<file path="src/rtl/shared_counter_arbiter_pkg.sv">
// Shared types and helpers for the time-shared counter arbiter.
// The pointer width is sized for the largest supported requester count (8).
package counter_arb_pkg;

  localparam int MAX_REQ = 8;
  localparam int PTR_W   = $clog2(MAX_REQ);

  typedef enum logic [1:0] {
    ST_IDLE  = 2'd0,
    ST_COUNT = 2'd1,
    ST_DONE  = 2'd2
  } state_e;

  // Inputs are one-hot or zero, so OR-ing the indices of set bits is exact.
  function automatic logic [PTR_W-1:0] onehot_to_index(input logic [MAX_REQ-1:0] oh);
    logic [PTR_W-1:0] idx;
    idx = '0;
    for (int i = 0; i < MAX_REQ; i++) begin
      if (oh[i]) idx = idx | PTR_W'(i);
    end
    return idx;
  endfunction

endpackage

</file>
<file path="src/rtl/shared_counter_arbiter_rr_arbiter.sv">
// Combinational round-robin pick: first set request at or above rr_ptr,
// wrapping to the lowest set bit when nothing at or above the pointer is set.
module rr_arbiter
  import counter_arb_pkg::*;
#(
  parameter int N_REQ = 4
) (
  input  logic [N_REQ-1:0] req,
  input  logic [PTR_W-1:0] rr_ptr,
  output logic [N_REQ-1:0] grant_onehot,
  output logic [PTR_W-1:0] winner_idx,
  output logic             any_req
);

  logic found;

  always_comb begin
    grant_onehot = '0;
    winner_idx   = '0;
    found        = 1'b0;
    any_req      = |req;
    for (int i = 0; i < N_REQ; i++) begin
      if (!found && req[i] && (i >= int'(rr_ptr))) begin
        found           = 1'b1;
        grant_onehot[i] = 1'b1;
        winner_idx      = PTR_W'(i);
      end
    end
    // Wrap pass: only bits below the pointer can remain at this point.
    for (int i = 0; i < N_REQ; i++) begin
      if (!found && req[i]) begin
        found           = 1'b1;
        grant_onehot[i] = 1'b1;
        winner_idx      = PTR_W'(i);
      end
    end
  end

endmodule

</file>
<file path="src/rtl/shared_counter_arbiter.sv">
// One shared up-counter time-shared among N_REQ requesters: round-robin grant,
// count 0..limit for the owner, then a one-cycle done pulse back to it.
module shared_counter_arbiter
  import counter_arb_pkg::*;
#(
  parameter int N_REQ = 4,
  parameter int WIDTH = 4
) (
  input  logic                   clk,
  input  logic                   rst,
  input  logic [N_REQ-1:0]       req,
  input  logic [N_REQ*WIDTH-1:0] limit,
  output logic [N_REQ-1:0]       grant,
  output logic [N_REQ-1:0]       done,
  output logic                   busy,
  output logic [WIDTH-1:0]       count
);

  state_e             state_q;
  logic [N_REQ-1:0]   grant_q;
  logic [N_REQ-1:0]   done_q;
  logic [WIDTH-1:0]   count_q;
  logic [WIDTH-1:0]   count_d;
  logic [WIDTH-1:0]   lim_q;
  logic [PTR_W-1:0]   rr_ptr_q;
  logic [PTR_W-1:0]   rr_ptr_d;

  logic [N_REQ-1:0]   arb_grant;
  logic [PTR_W-1:0]   arb_idx;
  logic               arb_any;
  logic [WIDTH-1:0]   win_lim;
  logic [MAX_REQ-1:0] grant_ext;
  logic [PTR_W-1:0]   owner_idx;
  logic               owner_req;

  rr_arbiter #(.N_REQ(N_REQ)) u_rr_arbiter (
    .req          (req),
    .rr_ptr       (rr_ptr_q),
    .grant_onehot (arb_grant),
    .winner_idx   (arb_idx),
    .any_req      (arb_any)
  );

  always_comb begin
    win_lim = '0;
    for (int i = 0; i < N_REQ; i++) begin
      if (arb_idx == PTR_W'(i)) win_lim = limit[i*WIDTH +: WIDTH];
    end
  end

  always_comb begin
    grant_ext              = '0;
    grant_ext[N_REQ-1:0]   = grant_q;
  end

  // Pointer moves just past whoever released the counter, so a requester
  // that keeps its level high is served last in the next round.
  assign owner_idx = onehot_to_index(grant_ext);
  assign rr_ptr_d  = (owner_idx == PTR_W'(N_REQ - 1)) ? '0 : owner_idx + 1'b1;
  assign owner_req = |(req & grant_q);
  assign count_d   = count_q + 1'b1;

  always_ff @(posedge clk or posedge rst) begin
    if (rst) begin
      state_q  <= ST_IDLE;
      grant_q  <= '0;
      done_q   <= '0;
      count_q  <= '0;
      lim_q    <= '0;
      rr_ptr_q <= '0;
    end else begin
      case (state_q)
        ST_IDLE: begin
          if (arb_any) begin
            grant_q <= arb_grant;
            lim_q   <= win_lim;
            count_q <= '0;
            state_q <= ST_COUNT;
          end
        end
        ST_COUNT: begin
          // Abort is checked before the terminal count so a dropped request
          // never receives a done pulse.
          if (!owner_req) begin
            state_q  <= ST_IDLE;
            grant_q  <= '0;
            count_q  <= '0;
            rr_ptr_q <= rr_ptr_d;
          end else if (count_q == lim_q) begin
            state_q <= ST_DONE;
            done_q  <= grant_q;
          end else begin
            count_q <= count_d;
          end
        end
        ST_DONE: begin
          state_q  <= ST_IDLE;
          done_q   <= '0;
          grant_q  <= '0;
          count_q  <= '0;
          rr_ptr_q <= rr_ptr_d;
        end
        default: begin
          state_q <= ST_IDLE;
          grant_q <= '0;
          done_q  <= '0;
          count_q <= '0;
        end
      endcase
    end
  end

  assign grant = grant_q;
  assign done  = done_q;
  assign count = count_q;
  assign busy  = (state_q != ST_IDLE);

endmodule

</file>
<file path="config.mk">
export PLATFORM = sky130hd
export DESIGN_NAME = shared_counter_arbiter
export DESIGN_NICKNAME = d
export VERILOG_FILES = /design/src/rtl/shared_counter_arbiter_pkg.sv /design/src/rtl/shared_counter_arbiter_rr_arbiter.sv /design/src/rtl/shared_counter_arbiter.sv
export SDC_FILE = /design/constraint.sdc
export NUM_CORES = 1
export LEC_CHECK = 0
export BUFFER_PORTS_ARGS = -buffer_cell sky130_fd_sc_hd__clkbuf_2
export CORE_UTILIZATION = 56
export DETAILED_ROUTE_END_ITERATION = 7
export GPL_TIMING_DRIVEN = 0
export PLACE_DENSITY = 0.81
export SETUP_SLACK_MARGIN = 0.02
export SLEW_MARGIN = 15
export SYNTH_ARGS = -nofsm -noshare
export SYNTH_HDL_FRONTEND = slang
export SYNTH_HIERARCHICAL = 1
export SYNTH_SLANG_ARGS = --single-unit
</file>
<file path="constraint.sdc">
create_clock -name clk -period 4.8 [get_ports clk]
set_clock_uncertainty 0.15 [all_clocks]
set_input_delay 1.2 -clock clk [delete_from_list [all_inputs] [get_ports clk]]
set_output_delay 1.2 -clock clk [all_outputs]
set_load 0.01 [all_outputs]
</file>
* Yosys cells after proc, flatten, opt, wreduce, memory -nomap -nowiden *
Cells that the tools add are included.

storage, ports and cells
  flip-flop bits (word level) = 21
  bits of input ports = 22
  output and inout port bits = 13
  word-level logic and storage cells = 102

operators by class
  $add $sub $neg = 2
  order comparisons = 4
  equality and inequality tests = 13
  multiplexer cells = 45
  bitwise operators = 2
  reduce and logical (&&, ||, !) cells = 30

operators by type and width
  cell                                                                                count
  4-bit 2-to-1 mux                                                                    11
  4-bit case mux with 2 select lines                                                  3
  2-bit 2-to-1 mux                                                                    11
  1-bit 2-to-1 mux                                                                    16
  1-bit logical AND                                                                   11
  2-bit AND reduction                                                                 5
  3-bit by 2-bit equality test with 1-bit output, second input constant               3
  2-bit != test, second input constant                                                4
  4-bit OR reduction                                                                  2
  1-bit logical NOT                                                                   7
  1-bit by 3-bit greater-or-equal comparator with 1-bit output, first input constant  2
  2-bit by 3-bit greater-or-equal comparator with 1-bit output, first input constant  2
  3-bit 2-to-1 mux                                                                    2
  3-bit != test, second input constant                                                2
  3-bit case mux with 2 select lines                                                  1
  4-bit by 1-bit adder with 4-bit output, second input constant                       1
  4-bit AND                                                                           1
  4-bit equality test                                                                 1
  2-bit case mux with 2 select lines                                                  1
  2-bit nonzero test                                                                  2
  3-bit by 1-bit adder with 3-bit output, second input constant                       1
  3-bit by 1-bit equality test with 1-bit output, second input constant               1
  3-bit logical NOT                                                                   1
  3-bit AND reduction                                                                 1
  other kinds (4)                                                                     4

* Depth between registers and ports, before layout *
Gate-level depths: netlist (run 1).

  word-level depth = 32
  mapped depth = 7
  mapped depth without buffers = 6

* By module *
Netlist (run 1), hierarchy kept.

by module, submodules not included
  module                  times used  cells an instance  area each (µm²)  sequential area each (µm²)
  shared_counter_arbiter  1           93                 1069.8           500.5
  rr_arbiter              1           42                 271.5            0.0

* Worst setup path before layout (run 1) *
Ideal clock, no wire load.

  kind = input -> register
  start = input port req[0]
  end = register lim_q[0]
  setup time = 0.121 ns
  data arrival time = 2.826 ns
  slack = 1.703 ns
  stages = 6
  path through = buf_2 nor2b_1 o2111ai_1 a32oi_1 mux4_2 a22o_1

between the ends
  word-level cells in the longest chain between the ends = 31

ends and longest elaborated chain
  what                            RTL line                                 source
  from (decl)                     shared_counter_arbiter.sv:11             input logic [N_REQ-1:0] req,
  1-bit logical AND               shared_counter_arbiter_rr_arbiter.sv:23  if (!found && req[i] && (i >= int'(rr_ptr))) begin
  1-bit 2-to-1 mux                shared_counter_arbiter_rr_arbiter.sv:23
  1-bit logical NOT               shared_counter_arbiter_rr_arbiter.sv:23
  1-bit logical AND (2 in a row)  shared_counter_arbiter_rr_arbiter.sv:23
  1-bit 2-to-1 mux                shared_counter_arbiter_rr_arbiter.sv:23
  1-bit logical NOT               shared_counter_arbiter_rr_arbiter.sv:23
  1-bit logical AND (2 in a row)  shared_counter_arbiter_rr_arbiter.sv:23
  1-bit 2-to-1 mux                shared_counter_arbiter_rr_arbiter.sv:23
  [... 12 more ...]               --
  1-bit 2-to-1 mux                shared_counter_arbiter_rr_arbiter.sv:31  if (!found && req[i]) begin
  1-bit logical NOT               shared_counter_arbiter_rr_arbiter.sv:31
  1-bit logical AND               shared_counter_arbiter_rr_arbiter.sv:31
  2-bit 2-to-1 mux (*)            shared_counter_arbiter_rr_arbiter.sv:31
  via arb_idx[0]                  shared_counter_arbiter.sv:29             logic [PTR_W-1:0] arb_idx;
  3-bit logical NOT               shared_counter_arbiter.sv:47             if (arb_idx == PTR_W'(i)) win_lim = limit[i*WIDTH +: WIDTH];
  4-bit 2-to-1 mux (3 in a row)   shared_counter_arbiter.sv:47
  4-bit 2-to-1 mux (*)            shared_counter_arbiter.sv:47
  to (signal assigned)            shared_counter_arbiter.sv:76             lim_q <= win_lim;
  to (decl)                       shared_counter_arbiter.sv:24             logic [WIDTH-1:0] lim_q;

The timed path passes the listed nets; every way through them passes the cells marked *.
A chain may end at the register's enable or synchronous reset.

* Final worst setup path (run 1) *
  start = input port req[0]
  end = register lim_q[1]

Same word-level chain as after synthesis.

==> flow_summary.json, run 1 <==
{
  "cts_htree_levels": 1,
  "gp_congestion": 0.796,
  "worst_path_max_delay_cell": "mux4_2",
  "final_antenna_net_count": 0,
  "post_cts_buffers": 0,
  "vias": 1190,
  "hold_viol_final": 0,
  "syn_area_um2": 1340,
  "die_x_um": 50.9,
  "ys.flop_type": "dfrtp_1",
  "dp_cells": 202,
  "tns_ns": 0,
  "path_clk_slew_ns": 0.12,
  "cp_max_fo": 10,
  "power_density_nw_per_um2": 525,
  "ioPinCount": 35,
  "cp_cell_sequence": "clkbuf_2 -> buf_2 -> nor2b_1 -> o2111ai_1 -> a32oi_1 -> mux4_2 -> a22o_1",
  "antenna_found_initial": 0,
  "n_antenna_cell": 0,
  "status": "completed",
  "multi_input_area_um2": 810,
  "core_um2": 2230,
  "async_flop_share_pct": 100,
  "setup_ws_ns": 1.75,
  "synth_edf_count": 0,
  "via_per_inst": 5.78,
  "regArea_um2": 500,
  "holdCritPathClass": "flop to flop",
  "clockBufferDepth": 2,
  "cts.sinks": 20,
  "vdd_drop_max_mv": 0.305,
  "fin_crit_sh_pct": 63.5,
  "drtPass1Iterations": 5,
  "yosysTopAreaCell": "dfrtp_1",
  "ys_types": 43,
  "rsz0062_at_grt": "false",
  "cp-end-kind": "flop",
  "numCtsBuffers": 3,
  "die_y_um": 50.9,
  "final_cells": 206,
  "fillers": 154,
  "critPathLaunchType": "primary input",
  "mostFrequentLayoutCells": "34 x clkbuf_2, 20 x dfrtp_1, 11 x nand2b_1, 8 x a22o_1",
  "ys_top_cells_by_area": "dfrtp_1 37%, mux4_2 6.7%, a22o_1 5.2%, nand2b_1 5.1%, mux2i_1 3.7%",
  "crit_path_max_incr_delay_ns": 0.60,
  "mostFrequentLayoutCell": "clkbuf_2",
  "dpl.hpwl_mm": 2.24,
  "grt-ovfl-total": 0,
  "globalRouteTotalUtil_pct": 25.0,
  "grt_max_degree": 21,
  "power.leakage_nw": 0.791,
  "crit_arrival_ns": 3.11,
  "die_area_um2": 2590,
  "worstSkewPairLatency_ns": 0.31,
  "synth_top_area_share_pct": 37.3,
  "drt_iter0_drc": 34,
  "syn_area_per_cell_um2": 9.94,
  "tightest_slew_ns": 0.725,
  "slew_headroom_pct": 51.6,
  "buffer_ports.inserted": 34,
  "cts_resized": 0,
  "initial_core_util_pct": 60.1,
  "synthCells": 135,
  "drt-wirelength-per-cell_um": 14.2,
  "setup_viol": 0,
  "fmax_mhz": 328,
  "grt_pass1_vias": 1112,
  "drive_gt1_share_pct": 28.7,
  "worstPathRequired_ns": 4.86,
  "yosysSeqAreaShare_pct": 37.3,
  "drt_wl_total_mm": 2.93,
  "hold_buffers": 0,
  "grt_pass1_wl_mm": 4.89,
  "rows": 17,
  "pre_cts_ws_ns": 1.41,
  "root_buffer": "clkbuf_4",
  "area_delta_synth_final_pct": 20.6,
  "cap_violations": 0,
  "maxSlewViolCount": 0,
  "period_needed_ns": 3.05,
  "cts_tree": "yes",
  "nets": 202,
  "criticalPathCategory": "primary input to flop",
  "drc": 0,
  "ys_ff_latch": 20,
  "yosys_warnings": 6
}
[flip-flops by register name (all words and copies together), names as in the netlist]
name      flops
count         4
done          4
grant         4
lim_q         4
rr_ptr_q      2
state_q       2
[worst paths after layout]
kind | start | endpoint | slack, ns | depth (start not counted)
max | req[0] | lim_q[1]$_DFFE_PP0P_ | 1.75 | 7
min | lim_q[1]$_DFFE_PP0P_ | lim_q[1]$_DFFE_PP0P_ | 0.39 | 1
max reg2reg | rr_ptr_q[1]$_DFFE_PP0P_ | lim_q[1]$_DFFE_PP0P_ | 2.28 | 6
min reg2reg | lim_q[1]$_DFFE_PP0P_ | lim_q[1]$_DFFE_PP0P_ | 0.39 | 1
max in group asynchronous | rst | done[0]$_DFFE_PP0P_ | 3.21 | 2
min in group asynchronous | rst | count[2]$_DFFE_PP0P_ | 0.82 | 2
[worst max-delay path, delay by kind of cell]
kind | cells | cell delay, ns
muxes | 1 | 0.60
buffers and inverters | 2 | 0.28
and+or+nand+nor | 1 | 0.16
AOI/OAI and AO/OA | 3 | 0.87
[synthesized netlist by cell type (2+ instances only)]
master,n
dfrtp_1,20
nand2b_1,11
a22o_1,8
nor2b_1,7
a21oi_1,6
inv_1,5
mux2i_1,5
nand2_1,5
nor2_1,5
o21ai_0,5
or3_1,5
buf_2,4
mux4_2,4
o2bb2ai_1,4
xor2_1,4
o21a_1,3
a22oi_1,2
a31oi_1,2
and2_1,2
and3_1,2
conb_1,2
mux2_2,2
nor3_1,2
[routing by layer]
layer / part of all wire (%) / GRT usage [%] / vias up
li1: - / - / 582
met1: 45 / 32.2 / 561
met2: 49 / 43.2 / 43
met3: 4.3 / 2.08 / 4
met4: 1.5 / 9.72 / 0
met5: 0 / 0 / -
[cell families after synthesis]
logic type | synth area share [%]
other | 0.560
and+or+nand+nor | 20.2
xor gates and xnor gates | 3.26
muxes | 12.1
DFF | 37.3
AOI/OAI and AO/OA | 21.9
adders and majority gates | 0.933
buffers and inverters | 3.73
[through the flow]
stage | utilization [%] | hold slack, ns | cell area [um2] | total power, W
2_1_floorplan | - | 0.343 | 1360 | 0.000602
3_3_place_gp | 70.1 | 0.364 | 1570 | 0.000696
3_5_place_dp | 70.1 | 0.370 | 1570 | 0.000713
4_1_cts | 72.4 | 0.397 | 1620 | 0.000850
5_1_grt | 72.4 | 0.401 | 1620 | 0.000911
6_report | 72.4 | 0.391 | 1620 | 0.000850
[layout make-up]
type	instances	area share [%]
clock inverters	1	1.86
well taps	28	2.17
plain buffers	6	1.93
multi-input cells	109	50.0
flip-flops and latches	20	30.9
inverters	5	1.16
clock buffers	3	1.39
repair buffers	34	10.5
[power breakdown]
part	leakage [nW]	switching, W	internal (W)	total [W]
combinational	0.500	0.000213	0.000201	0.000414
clock	0.0279	0.0000535	0.0000845	0.000138
sequential	0.263	0.0000702	0.000227	0.000297
total	0.791	0.000337	0.000513	0.000850
Note: power is estimated with default switching activity, not from simulation.
==> run 2, diff against run 1 <==
--- a/config.mk
+++ b/config.mk
@@ -6,10 +6,10 @@
 export NUM_CORES = 1
 export LEC_CHECK = 0
 export BUFFER_PORTS_ARGS = -buffer_cell sky130_fd_sc_hd__clkbuf_2
-export CORE_UTILIZATION = 56
+export CORE_UTILIZATION = 52
 export DETAILED_ROUTE_END_ITERATION = 7
 export GPL_TIMING_DRIVEN = 0
-export PLACE_DENSITY = 0.81
+export PLACE_DENSITY = 0.76
 export SETUP_SLACK_MARGIN = 0.02
 export SLEW_MARGIN = 15
 export SYNTH_ARGS = -nofsm -noshare
==> constraint.sdc (replaced) <==
create_clock -name clk -period 3.14 [get_ports clk]
set_clock_uncertainty 0.15 [all_clocks]
set_input_delay 0.785 -clock clk [delete_from_list [all_inputs] [get_ports clk]]
set_output_delay 0.785 -clock clk [all_outputs]
set_load 0.01 [all_outputs]
==> run 2 against run 1 <==
  * Final cell count is 0.97% higher
  * Sequential share of layout area increased by 0.27 points
  * Clock-buffer cell count grew 1
  * Via count did not move
  * Total power is 46% higher
  * Routed wire length down 0.51%
  * Critical path depth unchanged
  * The flow now finishes with violations (DRC)
  * First-iteration DRC count shrank 8.8%
  * Flip-flop and latch count is the same
  * Non-clock buffer count unchanged
  * Die area grew 7.4%
  * Largest power group unchanged
==> flow_summary.json, run 2 (synthesized netlist as in run 1, its figures left out) <==
{
  "cts.sinks": 20,
  "rsz0062_at_grt": "false",
  "holdCritPathClass": "flop to flop",
  "r2r-end": "lim_q[2]$_DFFE_PP0P_",
  "grt_max_degree": 21,
  "status": "complete, but fails checks",
  "dpl.hpwl_mm": 2.23,
  "drtPass1Iterations": 6,
  "drt_iter0_drc": 31,
  "numCtsBuffers": 3,
  "power_density_nw_per_um2": 775,
  "worstSkewPairLatency_ns": 0.31,
  "cap_violations": 0,
  "final_antenna_net_count": 0,
  "fin_hold_ws_ns": 0.394,
  "globalRouteTotalUtil_pct": 22.8,
  "critPathLaunchType": "primary input",
  "ioPinCount": 35,
  "rows": 18,
  "cts_resized": 0,
  "hold_viol_final": 0,
  "cp_max_fo": 10,
  "fin_crit_sh_pct": 82.7,
  "n_antenna_cell": 0,
  "tns_ns": 0,
  "tightest_slew_ns": 0.733,
  "cp-end-kind": "flop",
  "slew_headroom_pct": 51.1,
  "failed_checks": "DRC",
  "period_needed_ns": 2.60,
  "pwr-share-clk_pct": 12.4,
  "maxSlewViolCount": 0,
  "clockBufferDepth": 2,
  "setup_viol": 0,
  "min_from": "lim_q[1]$_DFFE_PP0P_",
  "fmax_mhz": 385,
  "via_per_inst": 5.72,
  "path_clk_slew_ns": 0.12,
  "criticalPathCategory": "primary input to flop",
  "power.leakage_nw": 0.784,
  "drive_gt1_share_pct": 28.7,
  "final_cells": 208,
  "grt_pass1_wl_mm": 4.65,
  "root_buffer": "clkbuf_4",
  "grt-ovfl-total": 0,
  "vdd_drop_max_mv": 0.371,
  "min_path_cells": 1,
  "r2r_cells": 6,
  "area_delta_synth_final_pct": 19.6,
  "p_seq_share_pct": 36.7,
  "die_x_um": 52.8,
  "vias": 1190,
  "r2r-start": "rr_ptr_q[1]$_DFFE_PP0P_",
  "switching_share_pct": 41.6,
  "worstPathRequired_ns": 3.20,
  "cts_tree": "yes",
  "mostFrequentLayoutCell": "clkbuf_2",
  "die_y_um": 52.8,
  "drt-wirelength-per-cell_um": 14.0,
  "die_area_um2": 2790,
  "grt_pass1_vias": 1115,
  "antenna_found_initial": 0,
  "dp_cells": 204,
  "drc": 2,
  "comb_power_share_pct": 50.9,
  "p_int_w": 0.000726,
  "holdPathEnd": "lim_q[1]$_DFFE_PP0P_",
  "p_switching_w": 0.000517,
  "initial_core_util_pct": 54.6,
  "crit_arrival_ns": 2.66,
  "post_cts_buffers": 0,
  "nets": 202,
  "hold_buffers": 0,
  "reg2reg_setup_slack_ns": 0.64,
  "drt_wl_total_mm": 2.91,
  "buffer_ports.inserted": 34,
  "mostFrequentLayoutCells": "34 x clkbuf_2, 20 x dfrtp_1, 11 x nand2b_1, 8 x a22o_1",
  "core_um2": 2450,
  "fillers": 222,
  "cts_htree_levels": 1,
  "gp_congestion": 0.815
}
==> run 2: changes by cell type in the layout (fill, tap and decap cells not counted), sizes merged <==
| cell | change |
|---|---|
| clkbuf | +1 |
| bufinv | -1 |
==> run 2: layer usage <==
layer | part of all wire [%] | GRT usage (%) | vias up
met5 | 0 | 0 | -
met4 | 2.3 | 11.0 | 0
met3 | 4.1 | 3.48 | 8
met2 | 49 | 38.6 | 35
met1 | 45 | 28.0 | 571
li1 | - | - | 576
==> run 2: power by group through the flow <==
stage | clock network, W | registers, W | logic [W]
floorplan | 0 | 0.000454 | 0.000466
global placement | 0 | 0.000454 | 0.000611
detailed placement | 0 | 0.000461 | 0.000632
CTS | 0.000151 | 0.000455 | 0.000633
global route | 0.000165 | 0.000472 | 0.000705
finish | 0.000154 | 0.000456 | 0.000633
==> run 2: worst max path at each step <==
stage               startpoint                   end  slack (ns)  cells after the start
global route            req[0]  lim_q[1]$_DFFE_PP0P_        0.30                      7
detailed placement      req[0]  lim_q[2]$_DFFE_PP0P_        0.19                      7
CTS                     req[0]  lim_q[2]$_DFFE_PP0P_        0.51                      7
floorplan               req[0]  lim_q[0]$_DFFE_PP0P_        0.46                      6
finish                  req[0]  lim_q[2]$_DFFE_PP0P_        0.54                      7
global placement        req[0]  lim_q[0]$_DFFE_PP0P_        0.24                      7
==> run 2: metrics by stage <==
stage	utilization [%]	setup slack (ns)	instance area (um2)	total power [W]
final	65.3	0.542	1600	0.00124
after floorplan	-	0.458	1360	0.000920
after global routing	65.3	0.304	1600	0.00134
after detailed placement	63.9	0.186	1570	0.00109
after global placement	63.9	0.236	1570	0.00106
after CTS	65.3	0.509	1600	0.00124
==> run 2: worst max-delay path: stages <==
cell	delay, ns
clkbuf_2	0.08
buf_2	0.19
nor2b_1	0.15
o2111ai_1	0.11
a32oi_1	0.56
mux4_2	0.58
a22o_1	0.20
==> run 2: final cells by class <==
| cell class | instances | area, um2 | share of cell area, % |
|---|---|---|---|
| inverters | 5 | 18.8 | 1.17 |
| clock buffers | 4 | 36.3 | 2.26 |
| well taps | 30 | 37.5 | 2.34 |
| plain buffers | 6 | 31.3 | 1.95 |
| repair buffers | 34 | 170 | 10.6 |
| flip-flops and latches | 20 | 500 | 31.2 |
| multi-input cells | 109 | 810 | 50.5 |
